$ cat src/rtl/dp_port_arbiter.sv
// dp_port_arbiter: round-robin owner of the BCU data-pointer port,
// with one-step cooldown after each completion and locked sequences.
package dp_port_arbiter_pkg;
  typedef enum logic [1:0] {
    DS0 = 2'd0,
    DS1 = 2'd1,
    PS  = 2'd2,
    SS  = 2'd3
  } sreg_index_e;
endpackage

module dp_port_arbiter
  import dp_port_arbiter_pkg::*;
#(
  parameter int N_REQ = 3
) (
  input  logic                     clk,
  input  logic                     reset,
  input  logic                     ce_1,
  input  logic                     ce_2,
  input  logic [N_REQ-1:0]         req_valid,
  input  logic [N_REQ-1:0]         req_lock,
  input  logic [N_REQ-1:0][15:0]   req_addr,
  input  logic [N_REQ-1:0][15:0]   req_dout,
  input  sreg_index_e [N_REQ-1:0]  req_sreg,
  input  logic [N_REQ-1:0]         req_write,
  input  logic [N_REQ-1:0]         req_wide,
  input  logic [N_REQ-1:0]         req_io,
  input  logic [N_REQ-1:0]         req_zero_seg,
  output logic [N_REQ-1:0]         ack,
  output logic [15:0]              req_din,
  output logic [15:0]              dp_addr,
  output logic [15:0]              dp_dout,
  output sreg_index_e              dp_sreg,
  output logic                     dp_write,
  output logic                     dp_wide,
  output logic                     dp_io,
  output logic                     dp_zero_seg,
  output logic                     dp_req,
  input  logic                     dp_ready,
  input  logic [15:0]              dp_din,
  output logic                     buslock_prefix,
  output logic [1:0]               grant_id,
  output logic                     busy
);

  typedef enum logic [1:0] {
    IDLE  = 2'd0,
    ISSUE = 2'd1,
    WAIT  = 2'd2
  } state_e;

  state_e state_q, state_d;

  logic             step;
  logic             found;
  logic             grant_go;
  logic             done;
  logic             own_lock;
  logic             lock_active;
  logic             cur_lock;
  logic [1:0]       lock_owner;
  logic [1:0]       win;
  logic [2:0]       sum;
  logic [N_REQ-1:0] mask;
  logic [N_REQ-1:0] elig;
  logic [N_REQ-1:0] owner_oh;
  logic [N_REQ-1:0] grant_oh;

  assign step = ce_1 | ce_2;

  always_comb begin
    owner_oh = '0;
    grant_oh = '0;
    for (int i = 0; i < N_REQ; i++) begin
      owner_oh[i] = (lock_owner == 2'(i));
      grant_oh[i] = (grant_id == 2'(i));
    end
  end

  assign own_lock = |(req_lock & owner_oh);

  // Scan upward from the last winner, wrapping at N_REQ.
  always_comb begin
    elig = req_valid & ~mask;
    if (lock_active) elig = elig & owner_oh;
    found = 1'b0;
    win   = grant_id;
    sum   = '0;
    for (int k = 1; k <= N_REQ; k++) begin
      sum = {1'b0, grant_id} + 3'(k);
      if (sum >= 3'(N_REQ)) sum = sum - 3'(N_REQ);
      if (!found && elig[sum[1:0]]) begin
        found = 1'b1;
        win   = sum[1:0];
      end
    end
  end

  assign grant_go = step && (state_q == IDLE) && found && dp_ready;
  assign done     = step && (state_q == WAIT) && dp_ready;

  always_comb begin
    state_d = state_q;
    if (step) begin
      unique case (state_q)
        IDLE:    if (found && dp_ready) state_d = ISSUE;
        ISSUE:   state_d = WAIT;
        WAIT:    if (dp_ready) state_d = IDLE;
        default: state_d = IDLE;
      endcase
    end
  end

  always_ff @(posedge clk) begin
    if (reset) begin
      state_q     <= IDLE;
      ack         <= '0;
      req_din     <= '0;
      dp_addr     <= '0;
      dp_dout     <= '0;
      dp_sreg     <= DS0;
      dp_write    <= 1'b0;
      dp_wide     <= 1'b0;
      dp_io       <= 1'b0;
      dp_zero_seg <= 1'b0;
      grant_id    <= 2'(N_REQ - 1);
      lock_active <= 1'b0;
      lock_owner  <= '0;
      cur_lock    <= 1'b0;
      mask        <= '0;
    end else begin
      state_q <= state_d;
      ack     <= '0;
      if (step && state_q == IDLE) begin
        mask <= '0;
        if (lock_active && !own_lock) lock_active <= 1'b0;
      end
      if (grant_go) begin
        dp_addr     <= req_addr[win];
        dp_dout     <= req_dout[win];
        dp_sreg     <= req_sreg[win];
        dp_write    <= req_write[win];
        dp_wide     <= req_wide[win];
        dp_io       <= req_io[win];
        dp_zero_seg <= req_zero_seg[win];
        cur_lock    <= req_lock[win];
        grant_id    <= win;
      end
      if (done) begin
        req_din <= dp_din;
        ack     <= grant_oh;
        mask    <= grant_oh;
        if (|(req_lock & grant_oh)) begin
          lock_active <= 1'b1;
          lock_owner  <= grant_id;
        end else if (lock_active && lock_owner == grant_id) begin
          lock_active <= 1'b0;
        end
      end
    end
  end

  assign busy           = (state_q != IDLE);
  assign dp_req         = (state_q == ISSUE);
  assign buslock_prefix = lock_active | (busy & cur_lock);

endmodule

$ cat config.mk
export PLATFORM = sky130hd
export DESIGN_NAME = dp_port_arbiter
export DESIGN_NICKNAME = d
export VERILOG_FILES = /design/src/rtl/dp_port_arbiter.sv
export SDC_FILE = /design/constraint.sdc
export NUM_CORES = 1
export LEC_CHECK = 0
export BUFFER_PORTS_ARGS = -buffer_cell sky130_fd_sc_hd__buf_4
export CAP_MARGIN = 20
export CORE_ASPECT_RATIO = 1.1
export CORE_MARGIN = 5
export CORE_UTILIZATION = 42
export CTS_BUF_LIST = sky130_fd_sc_hd__clkbuf_2
export DETAILED_ROUTE_END_ITERATION = 6
export PLACE_DENSITY = 0.79
export SLEW_MARGIN = 30
export SYNTH_ARGS = -nofsm -noshare
export SYNTH_HDL_FRONTEND = slang
export SYNTH_SLANG_ARGS = --single-unit
export TNS_END_PERCENT = 10
$ cat constraint.sdc
create_clock -name clk -period 2.3 [get_ports clk]
set_clock_uncertainty 0.05 [all_clocks]
set_input_delay 0 -clock clk [delete_from_list [all_inputs] [get_ports clk]]
set_output_delay 0 -clock clk [all_outputs]
set_load 0.02 [all_outputs]
==> results_dict.tcl, run 1 <==
set metrics [dict create \
    outcome "did not finish" \
    lastStage "clock tree synthesis (4_1_cts)" \
    error "[ERROR RSZ-0060] Max buffer count reached." \
    routabilityCongestion 0.928 \
    post-cts-setup-buffer-count 3 \
    ctsResizeCount 3 \
    synth.cell_area_mm2 0.00380 \
    synth_edf_count 0 \
    place_area_mm2 0.00556 \
    cts_sinks 68 \
    yosysWarnings 0 \
    ys_async_sr_fraction 0 \
    initial_core_util 0.429 \
    hpwlAfterDp_mm 9.67 \
    ctsHtreeMaxLevel 3 \
    yosysUniqueCellTypes 44 \
    cts_root_buf "clkbuf_2" \
    die_y_um 110 \
    synthFlopType "dfxtp_1" \
    ys_top_cells_by_area "dfxtp_1, a221oi_2, mux2i_1" \
    postSynthAreaPerCell_um2 9.44 \
    cts_buffers 9 \
    synth_most_common_cell "nand2_1" \
    synth_seq_cells 68 \
    boundaryPins 203 \
    synthDominantCellAreaShare 0.358 \
    syn-num-nets 550 \
    clk_path_buf_depth 2 \
    ys_seq_area_frac 0.358 \
    netlist_top_cells_count "nand2_1, dfxtp_1, a21oi_1" \
    syn_inst 403 \
    num_rows 36 \
    dieWidth_um 101 \
    io_buffers 202 \
    hold_buffers 146 \
    yosysTopAreaCell "dfxtp_1" \
]
## metrics by stage
stage | hold slack (ns) | cells | setup TNS [ns] | worst slack (ns)
after global placement | 0.196 | 708 | -0.0354 | -0.0354
after floorplan | 0.0860 | 403 | -5.31 | -0.137
after detailed placement | 0.208 | 708 | -0.617 | -0.0816
## logic make-up after synthesis
group / after synthesis / synth area share
AOI/OAI and AO/OA: 129 / 0.304
and+or+nand+nor: 112 / 0.133
DFF: 68 / 0.358
buffers and inverters: 44 / 0.0701
muxes: 42 / 0.111
adders and majority gates: 6 / 0.0197
xor gates and xnor gates: 2 / 0.00461
==> run 2: changes to the inputs <==
Settings changed: CORE_ASPECT_RATIO 1.1 to unset, CORE_UTILIZATION 42 to 40, CTS_BUF_LIST sky130_fd_sc_hd__clkbuf_2 to unset, PLACE_DENSITY 0.79 to unset, PLACE_DENSITY_LB_ADDON set to 0.15.
Clock period 2.3 ns to 3 ns, I/O delays scaled along.
==> run 2 against run 1 <==
The flow now finishes without violations; area after synthesis is the same; synthesized cell count is the same.
==> results_dict.tcl, run 2 <==
set metrics [dict create \
    tightestPinTransition_ns 0.533 \
    p_seq_frac 0.324 \
    synth_edf_count 0 \
    initial_core_util 0.412 \
    tns_ns 0 \
    antenna_found_initial 1 \
    wl_per_cell_um 17.7 \
    crit_path_start_kind "flip-flop" \
    crit_type "reg2reg" \
    fin_nets 870 \
    netlist_top_cells_count "nand2_1, dfxtp_1, a21oi_1" \
    routabilityCongestion 0.838 \
    synthDominantCellAreaShare 0.358 \
    dieWidth_um 108 \
    p_leak_nw 3.01 \
    viasPerCell 5.26 \
    clk_latency_ns 0.36 \
    ys_seq_area_frac 0.358 \
    place_inst 709 \
    min_to "dp_dout[2]$_SDFFE_PP0P_" \
    maxSlewViolCount 0 \
    hold_violations 0 \
    grt_pass1_vias 4886 \
    min_from "req_dout[18]" \
    cp_data_required_time_ns 3.21 \
    ys_top_cells_by_area "dfxtp_1, a221oi_2, mux2i_1" \
    outcome "finished, final reports clean" \
    reg_top3 "dp_addr: 16 flops, dp_dout: 16 flops, req_din: 16 flops" \
    yosysUniqueCellTypes 44 \
    arrival_ns 2.98 \
    cts_sinks 68 \
    yosysWarnings 0 \
    power_frac_comb 0.474 \
    clkTransAtPathRegs_ns 0.08 \
    setup_viol 0 \
    switching_share 0.388 \
    clock_power_share 0.202 \
    rsz0062_at_grt "no" \
    timing.rr.end "dp_wide$_SDFFE_PP0P_" \
    final_common_cell "buf_4" \
    num_rows 35 \
    grtUsageTotal 0.256 \
    design.core.area_mm2 0.00924 \
    reg2reg_from "grant_id[1]$_SDFFE_PP1P_" \
    power_density_mw_per_mm2 501 \
    synth.cell_area_mm2 0.00380 \
    hpwlAfterDp_mm 9.38 \
    hold_depth 3 \
    postSynthAreaPerCell_um2 9.44 \
    synth-adder-area-share 0.0197 \
    power_mw 3.46 \
    drc_errors 0 \
    cp_max_fo 26 \
    synthFlopType "dfxtp_1" \
    drt_iter0_markers 212 \
    cp-end-kind "flip-flop" \
    worst_r2r_path_depth 9 \
    p_switching_mw 1.34 \
    syn_to_final_growth_pct 81.8 \
    ctsHtreeMaxLevel 3 \
    internal_power_mw 2.12 \
    rrSetupSlack_ns 0.23 \
    ir_worst_vdd_mv 0.353 \
    yosysTopAreaCell "dfxtp_1" \
    cts_tree "done" \
    fin_crit_sh 0.925 \
    clk_path_buf_depth 2 \
    synth_top_family_by_area "compound AO/OA/AOI/OAI gates" \
    relSlewSlack 0.643 \
    cap_violations 0 \
    grt_max_degree 44 \
    layout_common_cells "buf_4, dlygate4sd3_1, nand2_1, dfxtp_1, a21oi_1" \
    cts_root_buf "clkbuf_8" \
    synth_seq_cells 68 \
    clock.fmax_mhz 360 \
    syn-num-nets 550 \
    antenna_left 0 \
    ys_async_sr_fraction 0 \
    dieArea_mm2 0.0116 \
    synth_most_common_cell "nand2_1" \
    synth_xor_area_frac 0.00461 \
    post-cts-setup-buffer-count 0 \
    drt_wl_total_mm 15.2 \
    drive_gt1_frac 0.393 \
    place_ws_ns 0.187 \
    vias 4518 \
    grt_pass1_wl_mm 23.7 \
    synth_compound_area_frac 0.304 \
    syn_inst 403 \
    finalNonFillerCells 859 \
    setup_ws_ns 0.226 \
    die_y_um 108 \
    cts_buffers 9 \
    io_buffers 202 \
    firstDrtPassIters 4 \
    boundaryPins 203 \
    synthMuxAreaShare 0.111 \
    synth-simple-area-share 0.133 \
    overflow 0 \
    min_path_type "in2reg" \
    finalCriticalPeriod_ns 2.77 \
]
run 2: cell counts after synthesis:
No cell type changed its count.
run 2: how the worst max path moves through the flow:
| stage | start | to | slack, ns |
|---|---|---|---|
| after floorplan | grant_id[0]$_SDFFE_PP0P_ | dp_addr[14]$_SDFFE_PP0P_ | 0.30 |
| after global placement | grant_id[1]$_SDFFE_PP1P_ | dp_addr[14]$_SDFFE_PP0P_ | 0.31 |
| after detailed placement | grant_id[1]$_SDFFE_PP1P_ | dp_addr[9]$_SDFFE_PP0P_ | 0.19 |
| after CTS | grant_id[1]$_SDFFE_PP1P_ | dp_dout[9]$_SDFFE_PP0P_ | 0.16 |
| after global routing | grant_id[1]$_SDFFE_PP1P_ | dp_addr[12]$_SDFFE_PP0P_ | 0.03 |
| final | grant_id[1]$_SDFFE_PP1P_ | dp_wide$_SDFFE_PP0P_ | 0.23 |
run 2: repair_timing:
item | 4_1_cts | 5_1_grt
endpoints found under the hold margin | 62 | 1
gates resized for setup | 0 | 1
hold buffers | 131 | 1
setup endpoints to repair | 0 | 10
run 2: worst max-delay path, cell delays in order, from the launching register on:
cell and delay (ns):
dfxtp_1 0.46, inv_1 0.13, ha_1 0.40, inv_1 0.15, a221oi_2 0.32, o221ai_1 0.23, a21oi_4 0.18, buf_4 0.32
nand2_1 0.14, a221oi_2 0.29
run 2: kinds of logic (layout without fill, tap and decap cells):
logic type               count (synthesis)  after routing
AND/OR/NAND/NOR                        112            112
XOR/XNOR                                 2              2
AO/OA/AOI/OAI                          129            129
flip-flops                              68             68
multiplexers                            42             42
adder cells (fa/ha/maj)                  6              6
buffers and inverters                   44            369
other                                    0              2
run 2: layout make-up:
type	instances	area [um2]
timing repair buffer	347	2990
inverter	6	22.5
multi-input combinational	291	2200
sequential	68	1360
antenna	2	5.00
clock buffer	9	124
clock inverter	7	52.6
fill	623	2330
tap	129	161
run 2: through the flow:
stage / utilization / area [um2] / hold WS, ns
after CTS: 0.746 / 6900 / 0.000976
final: 0.748 / 6910 / 0.000202
after detailed placement: 0.585 / 5410 / 0.207
after global routing: 0.748 / 6910 / 0.00225
after floorplan: - / 3800 / 0.0860
after global placement: 0.585 / 5410 / 0.197
run 2: power groups by stage:
stage / Combinational, mW / Clock (mW) / Sequential [mW]
floorplan: 0.809 / 0 / 1.29
global placement: 1.46 / 0 / 1.13
detailed placement: 1.49 / 0 / 1.14
CTS: 1.62 / 0.715 / 1.12
global route: 1.75 / 0.749 / 1.14
finish: 1.64 / 0.699 / 1.12
run 2: routing by layer:
layer	global-route usage	wire length, um	up-vias
met5	0	0	-
met4	0.134	720	0
met3	0.0714	1090	61
met2	0.456	7810	209
met1	0.273	5600	2131
li1	-	-	2117
Power figures use the tool's default switching activity.
==> run 3: changes to the inputs <==
Settings changed: ABC_AREA set to 0.
Clock period 3 ns to 2.3 ns, I/O delays scaled along.
==> run 3 against run 2 <==
The run now ends with setup timing left; combinational power grew 57%; routed wire length grew 15%; clock-buffer cell count is the same; sequential power grew 31%; flip-flop and latch count is the same; first-iteration DRC count grew 16%; register-to-register slack lost 0.28 ns; maximum frequency grew 18%; hold slack gained 0.0079 ns.
==> results_dict.tcl, run 3 (same netlist as run 2, synthesis figures left out) <==
set metrics [dict create \
    outcome "complete, but fails checks" \
    violations "setup timing" \
    place_ws_ns -0.0640 \
    place_area_mm2 0.00558 \
    fin_nets 903 \
    ff_latch_area_mm2 0.00137 \
    final_common_cell "buf_4" \
    relSlewSlack 0.757 \
    cpPeakStageDelay_ns 0.37 \
    overflow 0 \
    crit_type "reg2reg" \
    grt_pass1_vias 5041 \
    viasPerCell 5.33 \
    power_density_mw_per_mm2 669 \
    slowest_stage "dfxtp_4" \
    dieWidth_um 108 \
    cts_tree "done" \
    die_y_um 108 \
    drt_wl_total_mm 17.5 \
    cts_root_buf "clkbuf_8" \
    fillers 520 \
    dieArea_mm2 0.0116 \
    clk_latency_ns 0.35 \
    cts_buffers 9 \
    setup_viol 32 \
    dr_wl_met2_mm 8.76 \
    cp_max_fo 8 \
    initial_core_util 0.412 \
    multi_input_area_mm2 0.00230 \
    clkTransAtPathRegs_ns 0.09 \
    crit_top_cell "buf_6" \
    clock_power_share 0.188 \
    grt_pass1_wl_mm 24.8 \
    tns_ns -0.806 \
    p_leak_nw 3.26 \
    cp-end-kind "flip-flop" \
    drc_errors 0 \
    grtUsageTotal 0.268 \
    wl_met1_mm 6.78 \
    clk_path_buf_depth 2 \
    num_rows 35 \
    cts_sinks 68 \
    setup_ws_ns -0.0584 \
    syn_to_final_growth_pct 96.3 \
    crit_chain "clkinvlp_4 > ha_4 > inv_4 > buf_6 > a2111oi_4 > a41oi_2 > a21oi_4 > buf_12 > buf_6 > nand2_1 > a221oi_2" \
    crit_path_start_kind "flip-flop" \
    tightestPinTransition_ns 0.364 \
    reg_top3 "dp_addr: 16 flops, dp_dout: 16 flops, req_din: 16 flops" \
    drt_iter0_markers 246 \
    rsz0062_at_grt "yes" \
    boundaryPins 203 \
    power_frac_comb 0.517 \
    cp_data_required_time_ns 2.52 \
    clock.fmax_mhz 424 \
    maxSlewViolCount 0 \
    drive_gt1_frac 0.444 \
    internal_power_mw 3.05 \
    design.core.area_mm2 0.00924 \
    ctsHtreeMaxLevel 3 \
    top_layer "met4" \
    min_path_type "in2reg" \
    hold_violations 0 \
    p_seq_frac 0.295 \
    hpwlAfterDp_mm 9.42 \
    io_buffers 202 \
    antenna_found_initial 0 \
    wl_per_cell_um 19.7 \
    arrival_ns 2.58 \
    routabilityCongestion 0.837 \
    fin_crit_sh 1.03 \
    antenna_left 0 \
    cap_violations 0 \
    finalCriticalPeriod_ns 2.36 \
    firstDrtPassIters 5 \
    wl_met3_mm 1.19 \
    grt_max_degree 39 \
    switching_share 0.389 \
    layout_common_cells "buf_4, dlygate4sd3_1, dfxtp_1, nand2_1, a21oi_1" \
    p_switching_mw 1.94 \
    ir_worst_vdd_mv 0.387 \
    stdcell_area_mm2 0.00746 \
    vias 4751 \
]
run 3: cell types whose count changed in the layout (fill, tap and decap cells not counted), moves of 4 or more:
cell       previous run  this run
nand2_2               0        11
buf_12                4         8
buf_6                 0         7
clkbuf_16             0         5
buf_4               211       225
nand2_1              77        65
run 3: path summary, 6_finish.rpt:
check                                         startpoint                        to  slack, ns  depth (start not counted)
worst max-delay path            grant_id[0]$_SDFFE_PP0P_   dp_addr[5]$_SDFFE_PP0P_      -0.06                         11
worst min-delay path                        req_dout[27]  dp_dout[11]$_SDFFE_PP0P_      0.008                          3
worst max register to register  grant_id[0]$_SDFFE_PP0P_   dp_addr[5]$_SDFFE_PP0P_      -0.06                         11
worst min register to register   req_din[5]$_SDFFE_PP0P_   req_din[5]$_SDFFE_PP0P_       0.41                          2
run 3: area by class of cell:
class	count	area share
Timing Repair Buffer	380	0.458
Multi-Input combinational cell	291	0.308
Antenna cell	1	0.000335
Clock buffer	9	0.0166
Inverter	6	0.00386
Sequential cell	68	0.183
Tap cell	129	0.0216
Clock inverter	7	0.00771
run 3: routing by layer:
layer,vias up,track usage
met1,2244,0.291
met4,0,0.133
met5,-,0
met2,243,0.475
met3,64,0.0744
li1,2200,-
run 3: what timing repair did:
| action | CTS | global route |
|---|---|---|
| setup buffers | 1 | 4 |
| cloned | 1 | 9 |
| endpoints found under the hold margin | 61 | 0 |
| hold buffers | 134 | 0 |
| endpoints found under the setup margin | 39 | 41 |
| resized for setup | 6 | 24 |
| pin swaps | 3 | 25 |
run 3: critical path: cells and delay by family (launching register included):
family | cells | cell delay, ns
AOI/OAI and AO/OA | 4 | 0.85
buffers and inverters | 5 | 0.60
DFF | 1 | 0.37
adders and majority gates | 1 | 0.32
and+or+nand+nor | 1 | 0.09
run 3: per-stage QoR:
stage                     power [mW]  utilization  std cells  hold WS [ns]
after floorplan                 2.77            -        403        0.0860
after global placement          3.49        0.604        725         0.197
after detailed placement        3.52        0.604        725         0.209
after CTS                       4.69        0.775        877      0.000202
after global routing            5.20        0.808        890       0.00362
final                           4.99        0.808        891       0.00806
run 3: power groups by stage:
stage	Combinational, mW	Clock [mW]	Sequential, mW
2_1_floorplan	1.08	0	1.68
3_3_place_gp	2.00	0	1.49
3_5_place_dp	2.03	0	1.49
4_1_cts	2.27	0.950	1.47
5_1_grt	2.70	1.01	1.49
6_report	2.58	0.941	1.47
